==> src/rtl/cache_fill_sm.sv <==
// Cache line-fill engine: fetches a missed line one word per memory request,
// writes each returned word into the data array, then writes the tag and signals completion.
module cache_fill_sm #(
   parameter int ADDR_W     = 32,
   parameter int DATA_W     = 32,
   parameter int WORDS_LOG2 = 2
) (
   input  logic                  clk,
   input  logic                  rst,
   input  logic                  miss_req,
   input  logic [ADDR_W-1:0]     miss_addr,
   output logic                  mem_rd_req,
   output logic [ADDR_W-1:0]     mem_rd_addr,
   input  logic                  mem_rd_gnt,
   input  logic                  mem_rd_valid,
   input  logic [DATA_W-1:0]     mem_rd_data,
   output logic                  line_we,
   output logic [WORDS_LOG2-1:0] line_word,
   output logic [DATA_W-1:0]     line_wdata,
   output logic                  tag_we,
   output logic [ADDR_W-1:0]     tag_addr,
   output logic                  mem_done,
   output logic [2:0]            fill_state
);

   localparam int LINE_WORDS = 1 << WORDS_LOG2;
   localparam logic [WORDS_LOG2:0] CNT_FULL = (WORDS_LOG2+1)'(LINE_WORDS);

   typedef enum logic [2:0] {
      IDLE   = 3'd0,
      ISSUE  = 3'd1,
      WAIT   = 3'd2,
      COMMIT = 3'd3,
      DONE   = 3'd4
   } state_t;

   state_t              state, state_nxt;
   logic [ADDR_W-1:0]   base, base_nxt;
   logic [ADDR_W-1:0]   addr_hold, tag_hold;
   logic [WORDS_LOG2:0] issue_cnt, issue_nxt;
   logic [WORDS_LOG2:0] recv_cnt, recv_nxt;

   // Address outputs are re-registered every cycle so they hold when unqualified.
   always_ff @(posedge clk) begin
      if (!rst) begin
         state     <= IDLE;
         base      <= '0;
         issue_cnt <= '0;
         recv_cnt  <= '0;
         addr_hold <= '0;
         tag_hold  <= '0;
      end else begin
         state     <= state_nxt;
         base      <= base_nxt;
         issue_cnt <= issue_nxt;
         recv_cnt  <= recv_nxt;
         addr_hold <= mem_rd_addr;
         tag_hold  <= tag_addr;
      end
   end

   always_comb begin
      state_nxt   = state;
      base_nxt    = base;
      issue_nxt   = issue_cnt;
      recv_nxt    = recv_cnt;
      mem_rd_req  = 1'b0;
      mem_rd_addr = addr_hold;
      line_we     = 1'b0;
      line_word   = '0;
      line_wdata  = '0;
      tag_we      = 1'b0;
      tag_addr    = tag_hold;
      mem_done    = 1'b0;

      case (state)
         IDLE: begin
            if (miss_req) begin
               base_nxt                   = miss_addr;
               base_nxt[WORDS_LOG2-1:0]   = '0;
               issue_nxt                  = '0;
               recv_nxt                   = '0;
               state_nxt                  = ISSUE;
            end
         end
         ISSUE, WAIT: begin
            if (state == ISSUE) begin
               mem_rd_req  = 1'b1;
               mem_rd_addr = {base[ADDR_W-1:WORDS_LOG2], issue_cnt[WORDS_LOG2-1:0]};
               if (mem_rd_gnt) begin
                  issue_nxt = issue_cnt + 1'b1;
                  if (issue_nxt == CNT_FULL) state_nxt = WAIT;
               end
            end
            // A completed line wins over the ISSUE->WAIT move.
            if (mem_rd_valid && (recv_cnt < CNT_FULL)) begin
               line_we    = 1'b1;
               line_word  = recv_cnt[WORDS_LOG2-1:0];
               line_wdata = mem_rd_data;
               recv_nxt   = recv_cnt + 1'b1;
               if (recv_nxt == CNT_FULL) state_nxt = COMMIT;
            end
         end
         COMMIT: begin
            tag_we    = 1'b1;
            tag_addr  = base;
            state_nxt = DONE;
         end
         DONE: begin
            mem_done  = 1'b1;
            state_nxt = IDLE;
         end
         default: state_nxt = IDLE;
      endcase
   end

   assign fill_state = state;

endmodule

==> config.mk <==
export PLATFORM = sky130hd
export DESIGN_NAME = cache_fill_sm
export DESIGN_NICKNAME = d
export VERILOG_FILES = /design/src/rtl/cache_fill_sm.sv
export SDC_FILE = /design/constraint.sdc
export NUM_CORES = 1
export LEC_CHECK = 0
export BUFFER_PORTS_ARGS = -buffer_cell sky130_fd_sc_hd__buf_2
export CORE_UTILIZATION = 52
export DETAILED_ROUTE_END_ITERATION = 6
export PLACE_DENSITY = 0.85
export SKIP_CTS_REPAIR_TIMING = 1
export SYNTH_ARGS = -nofsm -noshare
export SYNTH_HDL_FRONTEND = slang
export SYNTH_SLANG_ARGS = --single-unit
==> constraint.sdc <==
create_clock -name clk -period 3.2 [get_ports clk]
set_input_delay 0.64 -clock clk [delete_from_list [all_inputs] [get_ports clk]]
set_output_delay 0.64 -clock clk [all_outputs]
set_load 0.03 [all_outputs]
== Word-level counts from Yosys, hierarchy flattened ==
Cells that the tools add are included.

* $lt $le $gt $ge: 1
* Multiplexer cells: 26
* Reductions and logical operators: 7
* Add/sub/neg operators: 2
* Equal/unequal tests: 10

{| class="wikitable"
|+ Operator list
! kind !! count
|-
| 2-to-1 mux 32 bit || 5
|-
| 2-to-1 mux 3 bit || 10
|-
| case mux 3 bit (2 select lines) || 2
|-
| == test 3 bit, second input constant || 3
|-
| case mux 3 bit (3 select lines) || 1
|-
| != test 2 bit, second input constant || 4
|-
| adder 3 x 1 -> 3 bit, second input constant || 2
|-
| == test 3 x 2 -> 1 bit, second input constant || 2
|-
| 2-to-1 mux 1 bit || 6
|-
| 2-to-1 mux 2 bit || 2
|-
| AND reduction 4 bit || 1
|-
| == test 3 x 1 -> 1 bit, second input constant || 1
|-
| logical NOT 3 bit || 1
|-
| < comparator 3 bit, second input constant || 1
|-
| AND reduction 3 bit || 1
|-
| AND reduction 2 bit || 1
|-
| nonzero test 2 bit || 1
|-
| OR reduction 2 bit || 1
|-
| logical AND 1 bit || 1
|}

* Register bits after elaboration: 103
* Output and inout bits: 105
* Bits of input ports: 69

== Logic depth before layout (Yosys ltp) ==
Gate-level depths: netlist (run 1).

* Depth in word-level cells: 8
* Mapped depth: 6
* Depth with buffers taken out: 4

== Worst setup path before layout (run 1) ==
Ideal clock, no wire load.

* Path type: reg2out
* From: register state[0], in the netlist fill_state[0]
* To: output line_wdata[10]
* Arrival: 1697 ps
* Cell stages (with the launch flop): 7
* Path buffers: 3
* Path slack: 863 ps
* Path through: dfxtp_1 > buf_4 > xnor2_1 > nor4b_2 > buf_4 > buf_4 > and2_1

* Cells in the longest elaborated chain, start to end: 3
* Elaborated cells between the ends (all ways): 4
* Those cells by class: 2 x eq/ne; 1 x mux; 1 x reduce/logical

{| class="wikitable"
|+ Ends and longest elaborated chain
! what !! RTL line !! source
|-
| start: declaration || 37 || <nowiki>state_t state, state_nxt;</nowiki>
|-
| start signal: assignment || 53 || <nowiki>state <= state_nxt;</nowiki>
|-
| == test 3 x 1 -> 1 bit / == test 3 x 2 -> 1 bit (equally long branches) || 76 || <nowiki>case (state)</nowiki>
|-
| OR reduction 2 bit * || 76 ||
|-
| 2-to-1 mux 32 bit * || 76 ||
|-
| end: declaration || 19 || <nowiki>output logic [DATA_W-1:0] line_wdata,</nowiki>
|}

Every way passes the cells marked *; elsewhere a longest branch is shown, timed or not.

== Worst setup path after layout (run 1) ==
* From: register state[0], in the netlist fill_state[0]
* To: output mem_rd_addr[4]

* Cells in the longest elaborated chain, start to end: 3
* Elaborated cells between the ends (all ways): 5
* Those cells by class: 2 x eq/ne; 2 x mux; 1 x reduce/logical

{| class="wikitable"
|+ Ends and longest elaborated chain
! what !! RTL line !! source
|-
| == test 3 x 1 -> 1 bit / == test 3 x 2 -> 1 bit (equally long branches) || 76, 87 ||
|-
| 2-to-1 mux 32 bit / OR reduction 2 bit (equally long branches) || 87, 76 ||
|-
| 2-to-1 mux 32 bit * || 76 ||
|-
| end: declaration || 13 || <nowiki>output logic [ADDR_W-1:0] mem_rd_addr,</nowiki>
|}

Marked as above.

==> results of run 1 <==
-- registers in the layout (all words and copies together) (netlist names) --
name / cells
fill_state: 3
tag_hold: 32
addr_hold: 32
recv_cnt: 3
base: 30
issue_cnt: 3
-- synthesized netlist by cell type (2+ instances only) --
| cell | number |
|---|---|
| mux2i_1 | 3 |
| a21oi_1 | 30 |
| ha_1 | 4 |
| buf_2 | 9 |
| dfxtp_1 | 103 |
| o21a_1 | 2 |
| buf_4 | 8 |
| nand2_1 | 65 |
| mux2_1 | 9 |
| nand2b_1 | 2 |
| o22ai_1 | 3 |
| nand3_1 | 2 |
| and3_1 | 4 |
| mux2_2 | 53 |
| clkbuf_1 | 11 |
| nor3_1 | 3 |
| and2_1 | 98 |
| inv_1 | 5 |
| buf_6 | 4 |
-- final cells by class --
| cell class | count | area, µm² |
|---|---|---|
| Tap cell | 102 | 127.6 |
| Clock inverter | 6 | 100.1 |
| Clock buffer | 10 | 127.6 |
| Timing Repair Buffer | 180 | 923.4 |
| Multi-Input combinational cell | 294 | 2044 |
| Fill cell | 662 | 2444 |
| Sequential cell | 103 | 2062 |
| Inverter | 5 | 18.77 |
-- cell families (layout without fill, tap and decap cells) --
| family | count (synthesis) | in the layout | synth area share (%) |
|---|---|---|---|
| multiplexers | 65 | 65 | 16.93 |
| XOR/XNOR | 2 | 2 | 0.4073 |
| flip-flops | 103 | 103 | 47.93 |
| AND/OR/NAND/NOR | 183 | 183 | 23.44 |
| buffers and inverters | 37 | 201 | 4.887 |
| AO/OA/AOI/OAI | 40 | 40 | 5.235 |
| adder cells (fa/ha/maj) | 4 | 4 | 1.164 |
-- worst max-delay path: cells and delay by family, from the launching register on --
family / cells / cell delay, ns
AND/OR/NAND/NOR: 1 / 0.28
multiplexers: 1 / 0.39
flip-flops: 1 / 0.66
buffers and inverters: 2 / 0.49
-- through the flow --
step,util (%),instance area (µm²)
finish,68.86,5404
global route,68.86,5404
CTS,68.86,5404
detailed placement,65.96,5176
global placement,65.96,5176
floorplan,-,4302
-- per-layer routing --
layer	track usage (%)	wire (µm)	up-vias
li1	-	-	1740
met1	26.28	4126	1675
met2	40.81	5013	115
met3	5.090	618	12
met4	7.564	136	0
met5	0	0	-
-- report_power, final --
part           switching [µW]  internal, µW  leakage, µW
Combinational             183           114      0.00180
Clock                     449           456     0.000115
Sequential               22.3          1320     0.000836
Total                     654          1890      0.00275
-- path summary, 6_finish.rpt --
kind	startpoint	end	slack, ns
min	base[26]$_SDFFE_PN0P_	base[26]$_SDFFE_PN0P_	0.47
min reg2reg	base[26]$_SDFFE_PN0P_	base[26]$_SDFFE_PN0P_	0.47
max	fill_state[0]$_SDFFE_PN0P_	mem_rd_addr[4]	0.37
max reg2reg	fill_state[0]$_SDFFE_PN0P_	addr_hold[4]$_SDFF_PN0_	1.29
==> results_dict.tcl, run 1 <==
set metrics [dict create \
    status "completed" \
    routed_wl_um 9895 \
    rsz0062_at_grt "false" \
    ys_seq_area_share_pct 47.93 \
    yosys.area.top_type "dfxtp_1" \
    cpMaxStageDelayCell "dfxtp_1" \
    hp-class "register to register" \
    cp-end-kind "primary output" \
    hold_depth 2 \
    setup_viol 0 \
    die_y_um 92.95 \
    finalNetCount 666 \
    routedWlPerCell_um 14.14 \
    critPathLaunchType "register" \
    synth_edf_count 0 \
    cts_max_path_buffers 2 \
    critical_path_arrival_ns 2.19 \
    maxCapViolations 0 \
    synth_top_area_share_pct 47.93 \
    critPathMaxFanout 19 \
    drive_gt1_share_pct 42.14 \
    grt_max_degree 77 \
    fin_tns_setup_ns 0 \
    grt_first_pass_wirelength_um 15380 \
    async_reset_ff_share_pct 0 \
    portBuffers 171 \
    dr.first_iter.drc_count 140 \
    cts_buffers 9 \
    synth_area_leaders "dfxtp_1 48%, and2_1 14%, mux2_2 14%, nand2_1 5.7%, a21oi_1 3.5%" \
    ir_drop_mv 0.3388 \
    drtPass1Iterations 4 \
    post-route-period-util_pct 88.35 \
    max_freq_mhz 353.7 \
    setup_ws_ns 0.3729 \
    layout_commonest_cell "buf_2" \
    rows 32 \
    die_w_um 92.95 \
    clock_skew_ns 0.009453 \
    grt_pass1_vias 3333 \
    vias_per_cell 5.060 \
    mostFrequentLayoutCells "171 x buf_2, 103 x dfxtp_1, 98 x and2_1" \
    core_um2 7848 \
    clock-sinks 103 \
    drc 0 \
    power_leakage_uw 0.002751 \
    cts_root_buf "clkbuf_8" \
    hpwl_um 6699 \
    synthFlopType "dfxtp_1" \
    instances_no_fill 700 \
    overflow 0 \
    path_clk_slew_ns 0.09 \
    ioPinCount 174 \
    tightest_slew_ns 0.6190 \
    drtAntennaViolNets 0 \
    cts_tree "built" \
    syn_nets 507 \
    max_stage_delay_ns 0.66 \
    syn_inst 434 \
    initial_utilization_pct 54.82 \
    slew_viol_final 0 \
    synth_seq_cells 103 \
    dieArea_um2 8640 \
    antenna_found_initial 0 \
    cts_max_level 3 \
    cp.required_ns 2.56 \
    finalCriticalPeriod_ns 2.827 \
    final-hold-violation-count 0 \
    syn_area_per_cell_um2 9.912 \
    antenna_cells 0 \
    path_class "register to primary output" \
    ys_warn_count 0 \
    slew-limit-headroom_pct 58.73 \
    gp_congestion 0.7274 \
    whs_ns 0.4699 \
    dp_cells 684 \
    grt_usage_pct 22.65 \
    r2r_cells 4 \
    synth_area_um2 4302 \
    vias 3542 \
    total_power_uw 2540 \
    crit_chain "nor3b_4 -> buf_4 -> mux2_2 -> buf_2" \
    power_density_nw_per_um2 470.0 \
    syn2layout_area_growth_pct 25.63 \
    dp_slack_ns 0.7719 \
    clock_latency_ns 0.35 \
    synth_cell_types 35 \
]
Power figures use the tool's default switching activity.
==> run 2: changes to the inputs <==
--- a/config.mk
+++ b/config.mk
@@ -8,6 +8,7 @@
 export BUFFER_PORTS_ARGS = -buffer_cell sky130_fd_sc_hd__buf_2
 export CORE_UTILIZATION = 52
 export DETAILED_ROUTE_END_ITERATION = 6
+export HOLD_SLACK_MARGIN = 0.03
 export PLACE_DENSITY = 0.85
 export SKIP_CTS_REPAIR_TIMING = 1
 export SYNTH_ARGS = -nofsm -noshare
==> constraint.sdc (replaced) <==
create_clock -name clk -period 3.2 [get_ports clk]
set_input_delay 0.32 -clock clk [delete_from_list [all_inputs] [get_ports clk]]
set_output_delay 0.32 -clock clk [all_outputs]
set_load 0.03 [all_outputs]
==> run 2 against run 1 <==
Net effect:
- final area shrank 0.30%
- register-to-register slack is essentially flat
- non-clock buffer count is the same
- core utilization shrank 0.21 points
- clock skew grew 0.0035 ns
- highest routed layer unchanged
- worst setup slack gained 0.29 ns
==> results_dict.tcl, run 2 (synthesis results as in run 1) <==
set metrics [dict create \
    antenna_cells 0 \
    critical_path_arrival_ns 2.22 \
    fin_area_um2 5388 \
    cts_tree "built" \
    cp.required_ns 2.88 \
    slew_viol_final 0 \
    post-route-period-util_pct 79.24 \
    gp_congestion 0.7209 \
    fin_tns_setup_ns 0 \
    layout_commonest_cell "buf_2" \
    maxCapViolations 0 \
    mostFrequentLayoutCells "171 x buf_2, 103 x dfxtp_1, 98 x and2_1" \
    grt_usage_pct 22.37 \
    power_leakage_uw 0.002741 \
    crit_chain "nor3b_4 -> buf_4 -> mux2_2 -> buf_2" \
    setup_viol 0 \
    reg_top3 "addr_hold x32, tag_hold x32, base x30" \
    cts_buffers 9 \
    finish.utilization_pct 68.65 \
    status "completed" \
    portBuffers 171 \
    clock_skew_ns 0.01293 \
    hp-class "input port to register" \
    initial_utilization_pct 54.82 \
    cpMaxStageDelayCell "dfxtp_1" \
    drive_gt1_share_pct 42.31 \
    cts_max_level 3 \
    dieArea_um2 8640 \
    crit_buf_inv 2 \
    overflow 0 \
    dr.max_layer_used "met4" \
    rsz0062_at_grt "false" \
    ir_drop_mv 0.3255 \
    vias 3494 \
    clock-sinks 103 \
    die_y_um 92.95 \
    max_stage_delay_ns 0.67 \
    wl_met3_um 576 \
    max_freq_mhz 394.4 \
    critPathMaxFanout 19 \
    cts_max_path_buffers 2 \
    critPathLaunchType "register" \
    drtAntennaViolNets 0 \
    drc 0 \
    path_clk_slew_ns 0.11 \
    ioPinCount 174 \
    drt-met1-wl_um 4108 \
    die_w_um 92.95 \
    hpwl_um 6674 \
    routed_wl_um 9633 \
    rows 32 \
    power_density_nw_per_um2 460.9 \
    routedWlPerCell_um 13.76 \
    vias_per_cell 4.991 \
    wl_met2_um 4841 \
    cp-end-kind "primary output" \
    final-hold-violation-count 0 \
    whs_ns 0.1777 \
    drtPass1Iterations 4 \
    dr.first_iter.drc_count 120 \
    tightest_slew_ns 0.6123 \
    core_um2 7848 \
    syn2layout_area_growth_pct 25.25 \
    grt_pass1_vias 3317 \
    grt_first_pass_wirelength_um 15370 \
    clock_latency_ns 0.36 \
    antenna_found_initial 0 \
    finalCriticalPeriod_ns 2.536 \
    cts_root_buf "clkbuf_8" \
    postPlaceCellArea_um2 5176 \
    finalNetCount 666 \
    path_delay_family "flip-flops" \
    path_class "register to primary output" \
    grt_max_degree 77 \
    slew-limit-headroom_pct 59.18 \
]
run 2: path summary, 6_finish.rpt:
path,to,cells past startpoint,startpoint,slack [ns]
worst max-delay path,mem_rd_addr[4],4,fill_state[0]$_SDFFE_PN0P_,0.66
worst min-delay path,base[11]$_SDFFE_PN0P_,3,miss_addr[11],0.18
worst max register to register,addr_hold[4]$_SDFF_PN0_,4,fill_state[0]$_SDFFE_PN0P_,1.28
worst min register to register,base[25]$_SDFFE_PN0P_,2,base[25]$_SDFFE_PN0P_,0.47
run 2: through the flow:
step / worst slack [ns] / power, µW / instances
6_report: 0.6644 / 2483 / 700
4_1_cts: 0.6554 / 2498 / 700
3_5_place_dp: 1.074 / 1665 / 684
3_3_place_gp: 1.133 / 1656 / 684
2_1_floorplan: 1.183 / 1563 / 434
5_1_grt: 0.5665 / 2584 / 700
run 2: cell type report:
class                      count  area [µm²]
inverter                       5       18.77
multi-input combinational    294        2044
sequential                   103        2062
timing repair buffer         180       923.4
clock inverter                 7       87.58
fill                         615        2460
clock buffer                   9       123.9
tap                          102       127.6
run 2: layer usage:
metal,vias up,global-route usage [%]
li1,1740,-
met1,1641,25.30
met2,102,40.87
met3,11,4.762
met4,0,8.333
met5,-,0
run 2: worst reg2reg max path, stage by stage (launching register included):
cell and delay (ns):
dfxtp_1 0.67, nor3b_4 0.29, buf_4 0.31, mux2_2 0.40
and2_1 0.15
run 2: where the power goes:
group / internal (µW) / leakage (µW) / switching [µW]
clock network: 378 / 0.000105 / 472
registers: 1320 / 0.000836 / 22.3
logic: 114 / 0.00180 / 180
==> run 3: changes to the inputs <==
--- a/config.mk
+++ b/config.mk
@@ -6,10 +6,10 @@
 export NUM_CORES = 1
 export LEC_CHECK = 0
 export BUFFER_PORTS_ARGS = -buffer_cell sky130_fd_sc_hd__buf_2
-export CORE_UTILIZATION = 52
+export CORE_UTILIZATION = 48
 export DETAILED_ROUTE_END_ITERATION = 6
 export HOLD_SLACK_MARGIN = 0.03
-export PLACE_DENSITY = 0.85
+export PLACE_DENSITY = 0.79
 export SKIP_CTS_REPAIR_TIMING = 1
 export SYNTH_ARGS = -nofsm -noshare
 export SYNTH_HDL_FRONTEND = slang
==> constraint.sdc (replaced) <==
create_clock -name clk -period 2.4 [get_ports clk]
set_input_delay 0.24 -clock clk [delete_from_list [all_inputs] [get_ports clk]]
set_output_delay 0.24 -clock clk [all_outputs]
set_load 0.03 [all_outputs]
==> run 3 against run 2 <==
Net effect:
- critical path depth is the same
- largest cell class unchanged
- critical endpoint is now mem_rd_addr[8]
- via count is 0.89% higher
- register-to-register slack got worse by 0.58 ns
==> results_dict.tcl, run 3 (synthesis results as in run 1) <==
set metrics [dict create \
    layout_commonest_cell "buf_2" \
    grt_first_pass_wirelength_um 16100 \
    slew-limit-headroom_pct 57.28 \
    reg2reg_slack_ns 0.70 \
    overflow 0 \
    r2r_start "fill_state[0]$_SDFFE_PN0P_" \
    cts_tree "built" \
    setup_viol 0 \
    cp.required_ns 2.16 \
    finalNetCount 667 \
    drtAntennaViolNets 0 \
    cp-endpoint "mem_rd_addr[8]" \
    clock-sinks 103 \
    tightest_slew_ns 0.6408 \
    max_freq_mhz 450.5 \
    ioPinCount 174 \
    whs_ns 0.1000 \
    critPathMaxFanout 19 \
    ir_drop_mv 0.4264 \
    dr.first_iter.drc_count 58 \
    grt_pass1_vias 3339 \
    status "completed" \
    critPathLaunchType "register" \
    die_w_um 96.67 \
    r2r_cells 4 \
    maxCapViolations 0 \
    vias 3525 \
    drc 0 \
    syn2layout_area_growth_pct 25.28 \
    routed_wl_um 9821 \
    post-route-period-util_pct 92.48 \
    clock_latency_ns 0.36 \
    rows 34 \
    hpwl_um 6968 \
    worstSetupStartpoint "fill_state[0]$_SDFFE_PN0P_" \
    cts_buffers 9 \
    fin_tns_setup_ns 0 \
    gp_congestion 0.7579 \
    cts_root_buf "clkbuf_8" \
    core_um2 8678 \
    clock_skew_ns 0.01470 \
    cp-end-kind "primary output" \
    vias_per_cell 4.972 \
    routedWlPerCell_um 13.85 \
    cts_max_level 3 \
    die_y_um 96.67 \
    dieArea_um2 9344 \
    antenna_found_initial 2 \
    slew_viol_final 0 \
    drtPass1Iterations 4 \
    power_density_nw_per_um2 593.3 \
    hp-class "input port to register" \
    reg_top3 "addr_hold x32, tag_hold x32, base x30" \
    grt_usage_pct 21.25 \
    regToRegEndpoint "addr_hold[20]$_SDFF_PN0_" \
    finalCriticalPeriod_ns 2.220 \
    portBuffers 171 \
    power_leakage_uw 0.002733 \
    mostFrequentLayoutCells "171 x buf_2, 100 x dfxtp_1, 98 x and2_1" \
    grt_max_degree 77 \
    path_clk_slew_ns 0.11 \
    rsz0062_at_grt "false" \
    final-hold-violation-count 0 \
    total_power_uw 3197 \
    initial_utilization_pct 49.57 \
    critical_path_arrival_ns 1.98 \
    cts_max_path_buffers 2 \
    drive_gt1_share_pct 42.90 \
    path_class "register to primary output" \
]
## run 3: final cells by class
cell class,count,area (µm²)
sequential,103,2066
tap,108,135.1
timing repair buffer,181,930.9
antenna,2,5.005
multi-input combinational,294,2044
clock inverter,7,65.06
clock buffer,9,123.9
inverter,5,18.77
fill,776,3289
## run 3: how the worst min path moves through the flow
stage / start / end / slack (ns) / depth (start not counted)
2_1_floorplan: miss_addr[10] / base[10]$_SDFFE_PN0P_ / 0.38 / 2
3_3_place_gp: base[8]$_SDFFE_PN0P_ / base[8]$_SDFFE_PN0P_ / 0.45 / 2
3_5_place_dp: base[8]$_SDFFE_PN0P_ / base[8]$_SDFFE_PN0P_ / 0.46 / 2
4_1_cts: miss_addr[9] / base[9]$_SDFFE_PN0P_ / 0.08 / 3
5_1_grt: miss_addr[8] / base[8]$_SDFFE_PN0P_ / 0.08 / 3
6_report: miss_addr[9] / base[9]$_SDFFE_PN0P_ / 0.10 / 3
## run 3: critical path, stage by stage, from the launching register on
cell and delay [ns]:
dfxtp_2 0.50, nor3b_4 0.24, buf_4 0.31, mux2_2 0.39, buf_2 0.18
## run 3: routing by layer
layer / global-route usage [%] / vias up / wire [µm]
li1: - / 1744 / -
met1: 24.83 / 1644 / 4065
met2: 36.67 / 123 / 4864
met3: 5.925 / 14 / 633
met4: 8.381 / 0 / 257
met5: 0 / - / 0
## run 3: through the flow
step / cell area (µm²) / utilization (%) / setup slack [ns] / std cells
after floorplan: 4302 / - / 0.4629 / 434
after CTS: 5380 / 62.00 / -0.02086 / 707
after global placement: 5191 / 59.82 / 0.3985 / 691
after detailed placement: 5191 / 59.82 / 0.3849 / 691
final: 5389 / 62.10 / 0.1804 / 709
after global routing: 5389 / 62.10 / 0.05000 / 709
## run 3: power by group
part           internal, µW  leakage, µW  total, µW  switching, µW
Sequential             1750     0.000837       1780           29.5
Clock                   399    0.0000909       1020            619
Combinational           154      0.00181        395            242
Total                  2310      0.00273       3200            891
